`src/rtl/mips_pkg.sv`:
```
// Shared definitions for the sequential right shifter: FSM state encoding,
// shift-op encodings and default datapath sizing.
package mips_pkg;

    typedef enum logic [1:0] {
        IDLE  = 2'd0,
        SHIFT = 2'd1,
        DONE  = 2'd2
    } state_t;

    localparam logic OP_SRL = 1'b0;
    localparam logic OP_SRA = 1'b1;

    localparam int DEF_WIDTH = 32;
    localparam int DEF_SHW   = 5;

endpackage : mips_pkg

```
`src/rtl/shift_right_seq_if.sv`:
```
// Request/response bundle for shift_right_seq. The requester (master) drives
// start/op/shamt/data_in; the shifter (slave) returns busy/done/data_out.
interface shift_right_seq_if
    import mips_pkg::*;
#(
    parameter int WIDTH = DEF_WIDTH,
    parameter int SHW   = DEF_SHW
);
    logic             start;
    logic             op;
    logic [SHW-1:0]   shamt;
    logic [WIDTH-1:0] data_in;
    logic             busy;
    logic             done;
    logic [WIDTH-1:0] data_out;

    modport master (
        output start, op, shamt, data_in,
        input  busy, done, data_out
    );

    modport slave (
        input  start, op, shamt, data_in,
        output busy, done, data_out
    );
endinterface : shift_right_seq_if

```
`src/rtl/shift_right_seq.sv`:
```
// Sequential right shifter: one bit per clock, shamt clocks per operation.
// Optional feature macro: SHIFT_SRA_EN -- when defined, op=OP_SRA fills with
// the operand sign bit; otherwise op is ignored and every shift is logical.
//
// state | meaning
// IDLE  | waiting for start; result of last operation held on data_out
// SHIFT | shifting working register right by one bit per edge
// DONE  | single-cycle completion, done pulse high, start ignored
module shift_right_seq
    import mips_pkg::*;
#(
    parameter int WIDTH = DEF_WIDTH,
    parameter int SHW   = DEF_SHW
) (
    input  logic              clk,
    input  logic              rst_n,
    shift_right_seq_if.slave  bus
);

    state_t           state_q, state_d;
    logic [SHW-1:0]   cnt_q, cnt_d;
    logic [WIDTH-1:0] work_q, work_d;
    logic             fill;

`ifdef SHIFT_SRA_EN
    logic op_q, op_d;

    // Captured op register, only needed when sign fill is available.
    always_ff @(posedge clk or negedge rst_n) begin
        if (!rst_n) begin
            op_q <= OP_SRL;
        end else begin
            op_q <= op_d;
        end
    end

    // Capture op on an accepted start; hold it for the whole operation.
    always_comb begin
        op_d = op_q;
        if (state_q == IDLE && bus.start) begin
            op_d = bus.op;
        end
    end

    // The MSB never changes under an arithmetic shift, so it is the captured sign.
    assign fill = (op_q == OP_SRA) ? work_q[WIDTH-1] : 1'b0;
`else
    assign fill = 1'b0;
`endif

    // State, remaining-count and working-register flops.
    always_ff @(posedge clk or negedge rst_n) begin
        if (!rst_n) begin
            state_q <= IDLE;
            cnt_q   <= '0;
            work_q  <= '0;
        end else begin
            state_q <= state_d;
            cnt_q   <= cnt_d;
            work_q  <= work_d;
        end
    end

    // Next-state, down-counter and shift datapath.
    always_comb begin
        state_d = state_q;
        cnt_d   = cnt_q;
        work_d  = work_q;
        unique case (state_q)
            IDLE: begin
                if (bus.start) begin
                    work_d  = bus.data_in;
                    cnt_d   = bus.shamt;
                    state_d = (bus.shamt == '0) ? DONE : SHIFT;
                end
            end
            SHIFT: begin
                work_d = {fill, work_q[WIDTH-1:1]};
                cnt_d  = cnt_q - 1'b1;
                if (cnt_q == SHW'(1)) begin
                    state_d = DONE;
                end
            end
            DONE: begin
                state_d = IDLE;
            end
            default: begin
                state_d = IDLE;
            end
        endcase
    end

    assign bus.busy     = (state_q != IDLE);
    assign bus.done     = (state_q == DONE);
    assign bus.data_out = work_q;

endmodule : shift_right_seq

```
`src/flat_wrapper.sv`:
```
// flat-port wrapper written by rule: the top's interface ports become plain ports
module shift_right_seq_flat import mips_pkg::*;
#(
    parameter int WIDTH = DEF_WIDTH,
    parameter int SHW   = DEF_SHW
)
  (clk, rst_n, bus_start, bus_op, bus_shamt, bus_data_in, bus_busy, bus_done, bus_data_out);
  shift_right_seq_if #(.WIDTH(WIDTH), .SHW(SHW)) bus_i ();
  input  logic clk;
  input  logic rst_n;
  input wire logic [$bits(bus_i.start)-1:0] bus_start;
  input wire logic [$bits(bus_i.op)-1:0] bus_op;
  input wire logic [$bits(bus_i.shamt)-1:0] bus_shamt;
  input wire logic [$bits(bus_i.data_in)-1:0] bus_data_in;
  output wire logic [$bits(bus_i.busy)-1:0] bus_busy;
  output wire logic [$bits(bus_i.done)-1:0] bus_done;
  output wire logic [$bits(bus_i.data_out)-1:0] bus_data_out;
  assign bus_i.start = bus_start;
  assign bus_i.op = bus_op;
  assign bus_i.shamt = bus_shamt;
  assign bus_i.data_in = bus_data_in;
  assign bus_busy = bus_i.busy;
  assign bus_done = bus_i.done;
  assign bus_data_out = bus_i.data_out;
  shift_right_seq #(.WIDTH(WIDTH), .SHW(SHW)) u_core (.clk(clk), .rst_n(rst_n), .bus(bus_i));
endmodule
```
`config.mk`:
```
export PLATFORM = sky130hd
export DESIGN_NAME = shift_right_seq_flat
export DESIGN_NICKNAME = d
export VERILOG_FILES = /design/src/rtl/mips_pkg.sv /design/src/rtl/shift_right_seq_if.sv /design/src/rtl/shift_right_seq.sv /design/src/flat_wrapper.sv
export SDC_FILE = /design/constraint.sdc
export NUM_CORES = 1
export LEC_CHECK = 0
export BUFFER_PORTS_ARGS = -buffer_cell sky130_fd_sc_hd__buf_2
export CAP_MARGIN = 20
export CORE_ASPECT_RATIO = 0.7
export CORE_MARGIN = 4
export CORE_UTILIZATION = 25
export CTS_BUF_LIST = sky130_fd_sc_hd__clkbuf_2
export DETAILED_ROUTE_END_ITERATION = 8
export MAX_ROUTING_LAYER = met4
export PLACE_DENSITY = 0.53
export SLEW_MARGIN = 40
export SYNTH_ARGS = -nofsm -noshare
export SYNTH_HDL_FRONTEND = slang
export SYNTH_SLANG_ARGS = --single-unit
```
`constraint.sdc`:
```
create_clock -name clk -period 1.65 [get_ports clk]
set_clock_uncertainty 0.05 [all_clocks]
set_input_delay 0.165 -clock clk [delete_from_list [all_inputs] [get_ports clk]]
set_output_delay 0.165 -clock clk [all_outputs]
set_load 0.01 [all_outputs]
```
==> Word-level counts from Yosys, hierarchy flattened <==
Cells that the tools add are included.
{ "totals": {"register_bits": 39, "inputBits": 41, "out_inout_bits": 34, "word_cells": 23} }
{ "classes": {"addsub": 1, "n_eq_ne": 5, "n_mux": 8, "reduce_logical": 6} }
{ "op_table": {"columns": ["operator", "n"], "rows": [
  ["case mux 32 bit (2 select lines)", 1],
  ["two-way mux 32 bit", 1],
  ["case mux 5 bit (2 select lines)", 1],
  ["two-way mux 2 bit", 3],
  ["== test 5 x 1 -> 1 bit, second input constant", 1],
  ["logical NOT 5 bit", 1],
  ["two-way mux 5 bit", 1],
  ["subtractor 5 x 1 -> 5 bit, second input constant", 1],
  ["case mux 2 bit (2 select lines)", 1],
  ["AND reduction 2 bit", 2],
  ["nonzero test 2 bit", 2],
  ["== test 2 x 1 -> 1 bit, second input constant", 1],
  ["== test 2 bit, second input constant", 1],
  ["logical NOT 2 bit", 1],
  ["!= test 2 x 1 -> 1 bit, second input constant", 1],
  ["!= test 2 bit, second input constant", 1]
]} }

==> Logic depth before layout (Yosys ltp) <==
Gate-level depths: netlist (run 1).
{ "logic_depth": {"ltp_word": 4, "ltp_mapped": 5} }

==> Worst setup path before layout (run 1) <==
OpenSTA, ideal clock, no wires.
{ "synth_path": {"path_type": "register to register", "from": "reg u_core.state_q[1]", "to": "reg u_core.cnt_q[1]", "setup_ns": 0.127, "arrival_ns": 1.058, "path_slack_ns": 0.416, "path_stages_with_launch": 6, "path_cell_list": "dfrtp_1 nand2b_1 buf_6 buf_12 mux2i_1 mux2i_1"} }
{ "synth_between": {"elab_chain_cells": 3} }
{ "synth_rtl": {"columns": ["element", "line", "source"], "rows": [
  ["from (decl)", "shift_right_seq.sv:20", "state_t state_q, state_d;"],
  ["from (signal assigned)", "shift_right_seq.sv:58", "state_q <= state_d;"],
  ["== test 2 x 1 -> 1 bit or logical NOT 2 bit (tied branches)", "shift_right_seq.sv:69", "unique case (state_q)"],
  ["nonzero test 2 bit (no line) or != test 2 bit (tied branches)", null, null],
  ["AND reduction 2 bit (no line)", null, null],
  ["to (signal assigned)", "shift_right_seq.sv:59", "cnt_q <= cnt_d;"],
  ["to (decl)", "shift_right_seq.sv:21", "logic [SHW-1:0] cnt_q, cnt_d;"]
]} }
Several ways; a longest one is shown, not always the timed one.
A chain may end at the register's enable or synchronous reset.

==> Final worst setup path (run 1) <==
{ "layout_path": {"from": "reg u_core.state_q[0]", "to": "out bus_busy"} }
{ "layout_between": {"elab_chain_cells": 1} }
{ "layout_rtl": {"columns": ["element", "line", "source"], "rows": [
  ["nonzero test 2 bit", "shift_right_seq.sv:93", "assign bus.busy = (state_q != IDLE);"],
  ["to (decl)", "flat_wrapper.sv:15", "output wire logic [$bits(bus_i.busy)-1:0] bus_busy;"]
]} }
Every way passes these cells.

==> impl_metrics.env, run 1 <==
export IMPL_yosys_warnings=0
export IMPL_required_ps=1430
export IMPL_drive_above_1_share_pct=30.8
export IMPL_total_power_mw=5.00
export IMPL_syn_area_um2=1950
export IMPL_place_congestion=0.844
export IMPL_worstSetupEndpointType="output pin"
export IMPL_min_path_type="in -> reg"
export IMPL_synth_top_cell_by_area="dfrtp_1"
export IMPL_syn_to_final_growth_pct=48.8
export IMPL_dr_pass1_iters=4
export IMPL_avgSynthCellArea_um2=10.4
export IMPL_start_util_pct=26.2
export IMPL_p_sw_share_pct=41.6
export IMPL_status="complete, no violations"
export IMPL_slew_headroom_pct=67.9
export IMPL_setup_violations=0
export IMPL_critPathMaxStageDelay_ps=500
export IMPL_synth_seq_cells=39
export IMPL_row_count=26
export IMPL_p_per_area_nw_per_um2=1720
export IMPL_core_um2=7450
export IMPL_fillers=763
export IMPL_holdWs_ps=80.6
export IMPL_ir_worst_vdd_mv=0.492
export IMPL_globalRouteTotalUtil_pct=12.0
export IMPL_multiInputGateArea_um2=861
export IMPL_power_switching_mw=2.08
export IMPL_leakage_nw=1.47
export IMPL_slowest_stage="dfrtp_1"
export IMPL_dp_hpwl_um=3660
export IMPL_cts_buffers=5
export IMPL_antenna_found_initial=0
export IMPL_cp_arrival_ps=1270
export IMPL_cts_root_buf="clkbuf_2"
export IMPL_clockBufferDepth=2
export IMPL_p_int_mw=2.92
export IMPL_place_ws_ps=218
export IMPL_io_pins=75
export IMPL_vias=1751
export IMPL_critPathKind="reg -> out"
export IMPL_power_frac_comb_pct=51.8
export IMPL_grt_pass1_vias=1786
export IMPL_wl_per_cell_um=12.9
export IMPL_power_frac_seq_pct=36.4
export IMPL_synth_area_leaders="dfrtp_1 50%, mux2i_1 17%, o21ai_1 7.7%"
export IMPL_worst_slack_ps=170
export IMPL_htreeDepth=2
export IMPL_synth_top_cell_area_share_pct=50.0
export IMPL_die_y_um=81.9
export IMPL_synth_cell_types=30
export IMPL_setup_tns_ps=0
export IMPL_cts_reportedPaths_clkPinSlew_ps=210
export IMPL_syn_inst=187
export IMPL_rsz0062_at_grt="false"
export IMPL_drtIter0Drc=79
export IMPL_drv_slew=0
export IMPL_final_hold_violation_count=0
export IMPL_cts_sinks=39
export IMPL_port_buffers=73
export IMPL_cp_start_kind="register"
export IMPL_worstMarginPinSlew_ps=475
export IMPL_critPathTopFamily="flip-flops"
export IMPL_clock_fmax_ghz=0.676
export IMPL_crit_chain="inv_1, nand2_1, buf_2"
export IMPL_dieArea_um2=9310
export IMPL_viasPerCell=4.38
export IMPL_cts_tree="yes"
export IMPL_totalWireLength_um=5160
export IMPL_clk_latency_ps=390
export IMPL_clockPowerShare_pct=11.8
export IMPL_fin_crit_sh_pct=89.7
export IMPL_grt_pass1_wl_um=8600
export IMPL_min_period_ps=1480
export IMPL_diodes=0
export IMPL_mappedNetlistNets=230
export IMPL_cp_max_fo=8
export IMPL_layout_nets=344
export IMPL_seqCellArea_um2=976
export IMPL_final_antenna_net_count=0
export IMPL_fp_dieW_um=114
export IMPL_drc=0
export IMPL_crit_buf_inv=2
export IMPL_grt_ovfl_total=0
export IMPL_synth_seq_area_share_pct=50.0
export IMPL_post_route_util_pct=39.0
export IMPL_grt_max_degree=27
export IMPL_cap_violations=0
[path summary, 6_finish.rpt]
kind / slack [ps] / cells after the start / end / start
min in group asynchronous: 190 / 2 / u_core.cnt_q[0] / rst_n
max in group asynchronous: 880 / 3 / u_core.bus.data_out[12] / rst_n
setup reg to reg: 180 / 5 / u_core.bus.data_out[0] / u_core.state_q[1]
hold / removal: 80 / 3 / u_core.cnt_q[3] / bus_shamt[3]
hold reg to reg: 470 / 2 / u_core.bus.data_out[3] / u_core.bus.data_out[4]
setup / recovery: 170 / 3 / bus_busy / u_core.state_q[0]
[cell usage in the layout (no fill, tap or decap), types with 2 or more instances in the layout]
cell type      count
nor3_1             4
or2b_1             2
buf_4              3
o21ai_1           30
ha_1               2
dfrtp_1           39
dlygate4sd3_1     37
buf_12             5
nand2_1           33
o22ai_1            4
clkbuf_2           5
mux2i_1           33
buf_2             73
o21ai_0            3
nor2_1             3
inv_1              4
[timing repair]
action	4_1_cts	5_1_grt
endpoints found under the hold margin	75	0
setup endpoints to repair	1	1
hold buffers	37	0
setup buffers	1	0
pin swaps	0	0
resized for setup	0	1
[per-layer routing]
metal	track usage, %	up-vias	share of wire, %
li1	-	884	-
met1	15.6	809	49
met2	18.7	53	44
met3	3.17	5	6.3
met4	3.48	0	0.78
met5	-	-	0
[layout make-up]
class,count,share of cell area [%]
Inverter,5,0.646
Sequential cell,39,33.6
Tap cell,98,4.22
Clock inverter,3,1.51
Clock buffer,5,0.861
Multi-Input combinational cell,132,29.6
Timing Repair Buffer,118,29.5
[logic make-up (layout without fill, tap and decap cells)]
kind of cell	Yosys count	in the layout	synth area share (%)
fa+ha+maj	2	2	1.28
buf+inv	16	131	6.41
compound gates	44	44	12.6
mux	33	33	16.9
flops	39	39	50.0
simple gates	53	53	12.8
[through the flow]
step	std cells	area, µm²
floorplan	187	1950
global placement	354	2460
detailed placement	354	2460
CTS	400	2910
global route	400	2910
finish	400	2910
[cell usage after synthesis]
library cell,n
a211oi_1,1
a21oi_1,1
a31oi_1,1
and3_1,1
and4_1,1
buf_12,3
buf_2,7
buf_6,1
dfrtp_1,39
ha_1,2
inv_1,5
mux2i_1,33
nand2_1,33
nand2b_1,2
nand3_1,1
nand4b_1,1
nor2_1,3
nor2b_1,2
nor3_1,4
nor4b_1,1
o211a_1,1
o21ai_0,3
o21ai_1,30
o21ba_2,1
o221ai_1,1
o22ai_1,4
o311ai_0,1
or2b_1,2
or3b_1,1
or4_1,1
[power groups by stage]
stage	Combinational (mW)	Clock, mW	Sequential, mW
CTS	2.64	0.627	1.83
global route	2.93	0.669	1.91
detailed placement	2.54	0	1.86
floorplan	1.49	0	1.96
finish	2.59	0.589	1.82
global placement	2.50	0	1.85
[sequential cells by signal, indices dropped and copies added, names as in the netlist]
| register | flops |
|---|---|
| u_core.bus.data_out | 32 |
| u_core.cnt_q | 5 |
| u_core.state_q | 2 |
[worst reg2reg max path, cell delays in order (launching register included)]
cell	delay, ps
dfrtp_1	430
buf_4	160
nand2b_2	270
buf_12	210
mux2i_1	190
o21ai_1	70
Note: power is estimated with default switching activity, not from simulation.
==> run 2, diff against run 1 <==
--- a/config.mk
+++ b/config.mk
@@ -7,13 +7,15 @@
 export LEC_CHECK = 0
 export BUFFER_PORTS_ARGS = -buffer_cell sky130_fd_sc_hd__buf_2
 export CAP_MARGIN = 20
+export CELL_PAD_IN_SITES_DETAIL_PLACEMENT = 0
+export CELL_PAD_IN_SITES_GLOBAL_PLACEMENT = 1
 export CORE_ASPECT_RATIO = 0.7
 export CORE_MARGIN = 4
 export CORE_UTILIZATION = 25
 export CTS_BUF_LIST = sky130_fd_sc_hd__clkbuf_2
 export DETAILED_ROUTE_END_ITERATION = 8
 export MAX_ROUTING_LAYER = met4
-export PLACE_DENSITY = 0.53
+export PLACE_DENSITY = 0.65
 export SLEW_MARGIN = 40
 export SYNTH_ARGS = -nofsm -noshare
 export SYNTH_HDL_FRONTEND = slang
==> run 2 against run 1 <==
  * Hold slack got worse by 45 ps
  * Count of clock-buffer cells in the layout increased by 1
  * Via count decreased by 2.2%
  * Sequential share of layout area increased by 0.57 points
  * Register-to-register slack improved by 100 ps
  * First-iteration DRC count decreased by 15%
  * Clock power increased by 25%
  * Worst setup slack got worse by 17 ps
  * Final cell count decreased by 1.3%
  * Largest cell class unchanged
==> impl_metrics.env, run 2 (synthesized netlist as in run 1, its figures left out) <==
export IMPL_final_hold_violation_count=0
export IMPL_htreeDepth=2
export IMPL_regToRegSetupSlack_ps=280
export IMPL_hold_path_cell_count=3
export IMPL_fp_dieW_um=114
export IMPL_start_util_pct=26.2
export IMPL_final_common_cell="buf_2"
export IMPL_p_sw_share_pct=40.9
export IMPL_power_switching_mw=2.05
export IMPL_r2r_start="u_core.state_q[0]"
export IMPL_instances_no_fill=395
export IMPL_layout_nets=339
export IMPL_status="complete, no violations"
export IMPL_power_frac_seq_pct=37.0
export IMPL_multiInputGateArea_um2=861
export IMPL_p_int_mw=2.97
export IMPL_clock_fmax_ghz=0.668
export IMPL_drive_above_1_share_pct=30.3
export IMPL_cts_reportedPaths_clkPinSlew_ps=200
export IMPL_p_per_area_nw_per_um2=1760
export IMPL_grt_pass1_vias=1693
export IMPL_ir_worst_vdd_mv=0.564
export IMPL_cap_violations=0
export IMPL_post_cts_buffers=0
export IMPL_dp_hpwl_um=3570
export IMPL_fin_crit_sh_pct=90.7
export IMPL_fillers=761
export IMPL_cts_buffers=5
export IMPL_slew_headroom_pct=71.4
export IMPL_cts_root_buf="clkbuf_2"
export IMPL_critPathTopFamily="flip-flops"
export IMPL_reg2reg_depth=3
export IMPL_worstHoldStart="bus_data_in[31]"
export IMPL_leakage_nw=1.45
export IMPL_critPathKind="reg -> out"
export IMPL_power_frac_comb_pct=48.3
export IMPL_mostFrequentLayoutCells="73 x buf_2, 38 x dfrtp_1, 35 x dlygate4sd3_1"
export IMPL_grt_pass1_wl_um=8470
export IMPL_rsz0062_at_grt="false"
export IMPL_min_path_type="in -> reg"
export IMPL_drtIter0Drc=67
export IMPL_min_period_ps=1500
export IMPL_total_power_mw=5.02
export IMPL_grt_ovfl_total=0
export IMPL_crit_buf_inv=2
export IMPL_dp_cells=352
export IMPL_required_ps=1430
export IMPL_viasPerCell=4.33
export IMPL_cts_sinks=39
export IMPL_worstMarginPinSlew_ps=428
export IMPL_wl_per_cell_um=13.0
export IMPL_row_count=26
export IMPL_cp_max_fo=9
export IMPL_hold_end="u_core.bus.data_out[31]"
export IMPL_clockBufferDepth=2
export IMPL_port_buffers=73
export IMPL_diodes=0
export IMPL_setup_tns_ps=0
export IMPL_drv_slew=0
export IMPL_dieArea_um2=9310
export IMPL_vias=1712
export IMPL_globalRouteTotalUtil_pct=11.8
export IMPL_io_pins=75
export IMPL_clk_latency_ps=370
export IMPL_die_y_um=81.9
export IMPL_slowest_stage="dfrtp_2"
export IMPL_drc=0
export IMPL_final_antenna_net_count=0
export IMPL_dr_pass1_iters=4
export IMPL_place_congestion=0.778
export IMPL_syn_to_final_growth_pct=46.5
export IMPL_crit_chain="inv_1, nand2_1, buf_2"
export IMPL_grt_max_degree=35
export IMPL_critPathMaxStageDelay_ps=510
export IMPL_cp_start_kind="register"
export IMPL_largest_reg_flops=32
export IMPL_core_um2=7450
export IMPL_setup_violations=0
export IMPL_r2r_end="u_core.cnt_q[3]"
export IMPL_cp_arrival_ps=1280
export IMPL_antenna_found_initial=0
export IMPL_totalWireLength_um=5150
export IMPL_clockPowerShare_pct=14.7
export IMPL_cts_tree="yes"
export IMPL_seqCellArea_um2=977
export IMPL_worstSetupEndpointType="output pin"
run 2: layout make-up:
cell class | instances | share of cell area [%]
multi-input cells | 132 | 30.1
clock buffers | 6 | 1.05
well taps | 98 | 4.29
repair buffers | 113 | 27.6
clock inverters | 2 | 2.10
inverters | 5 | 0.656
flip-flops and latches | 39 | 34.2
run 2: worst reg2reg max path, delay by kind of cell (launching register included):
| kind | cells | cell delay [ps] |
|---|---|---|
| compound gates | 1 | 190 |
| flops | 1 | 510 |
| simple gates | 2 | 550 |
run 2: stage by stage:
stage / setup slack (ps) / hold slack [ps] / utilization (%) / instance area (µm²)
finish: 153 / 35.1 / 38.4 / 2860
global route: 58.6 / 22.9 / 38.4 / 2860
CTS: 46.0 / 3.03 / 38.4 / 2860
detailed placement: 217 / 74.7 / 32.5 / 2420
global placement: 268 / 79.4 / 32.5 / 2420
floorplan: 416 / -181 / - / 1950
run 2: worst max path at each step:
stage | start | to | slack (ps) | cells after the start
global placement | u_core.state_q[1] | u_core.bus.data_out[25] | 270 | 4
detailed placement | u_core.state_q[1] | u_core.bus.data_out[19] | 220 | 4
CTS | u_core.state_q[1] | bus_busy | 50 | 3
floorplan | u_core.state_q[1] | u_core.cnt_q[1] | 420 | 5
finish | u_core.state_q[1] | bus_busy | 150 | 3
global route | u_core.state_q[1] | bus_busy | 60 | 3
run 2: power groups by stage:
| stage | Sequential (mW) | Combinational, mW | Clock [mW] |
|---|---|---|---|
| after floorplan | 1.96 | 1.49 | 0 |
| after global placement | 1.87 | 2.39 | 0 |
| after detailed placement | 1.87 | 2.42 | 0 |
| after CTS | 1.86 | 2.48 | 0.773 |
| after global routing | 1.93 | 2.75 | 0.799 |
| final | 1.86 | 2.43 | 0.737 |
run 2: layer usage:
metal / GRT usage, % / part of all wire [%] / vias up
met5: - / 0 / -
li1: - / - / 874
met2: 16.8 / 42 / 49
met4: 2.52 / 0.37 / 0
met3: 3.24 / 6.3 / 2
met1: 16.7 / 51 / 787
run 2: timing repair:
action	CTS	global route
gates resized for setup	0	1
hold endpoints to repair	73	0
endpoints found under the setup margin	0	2
hold buffers	35	0
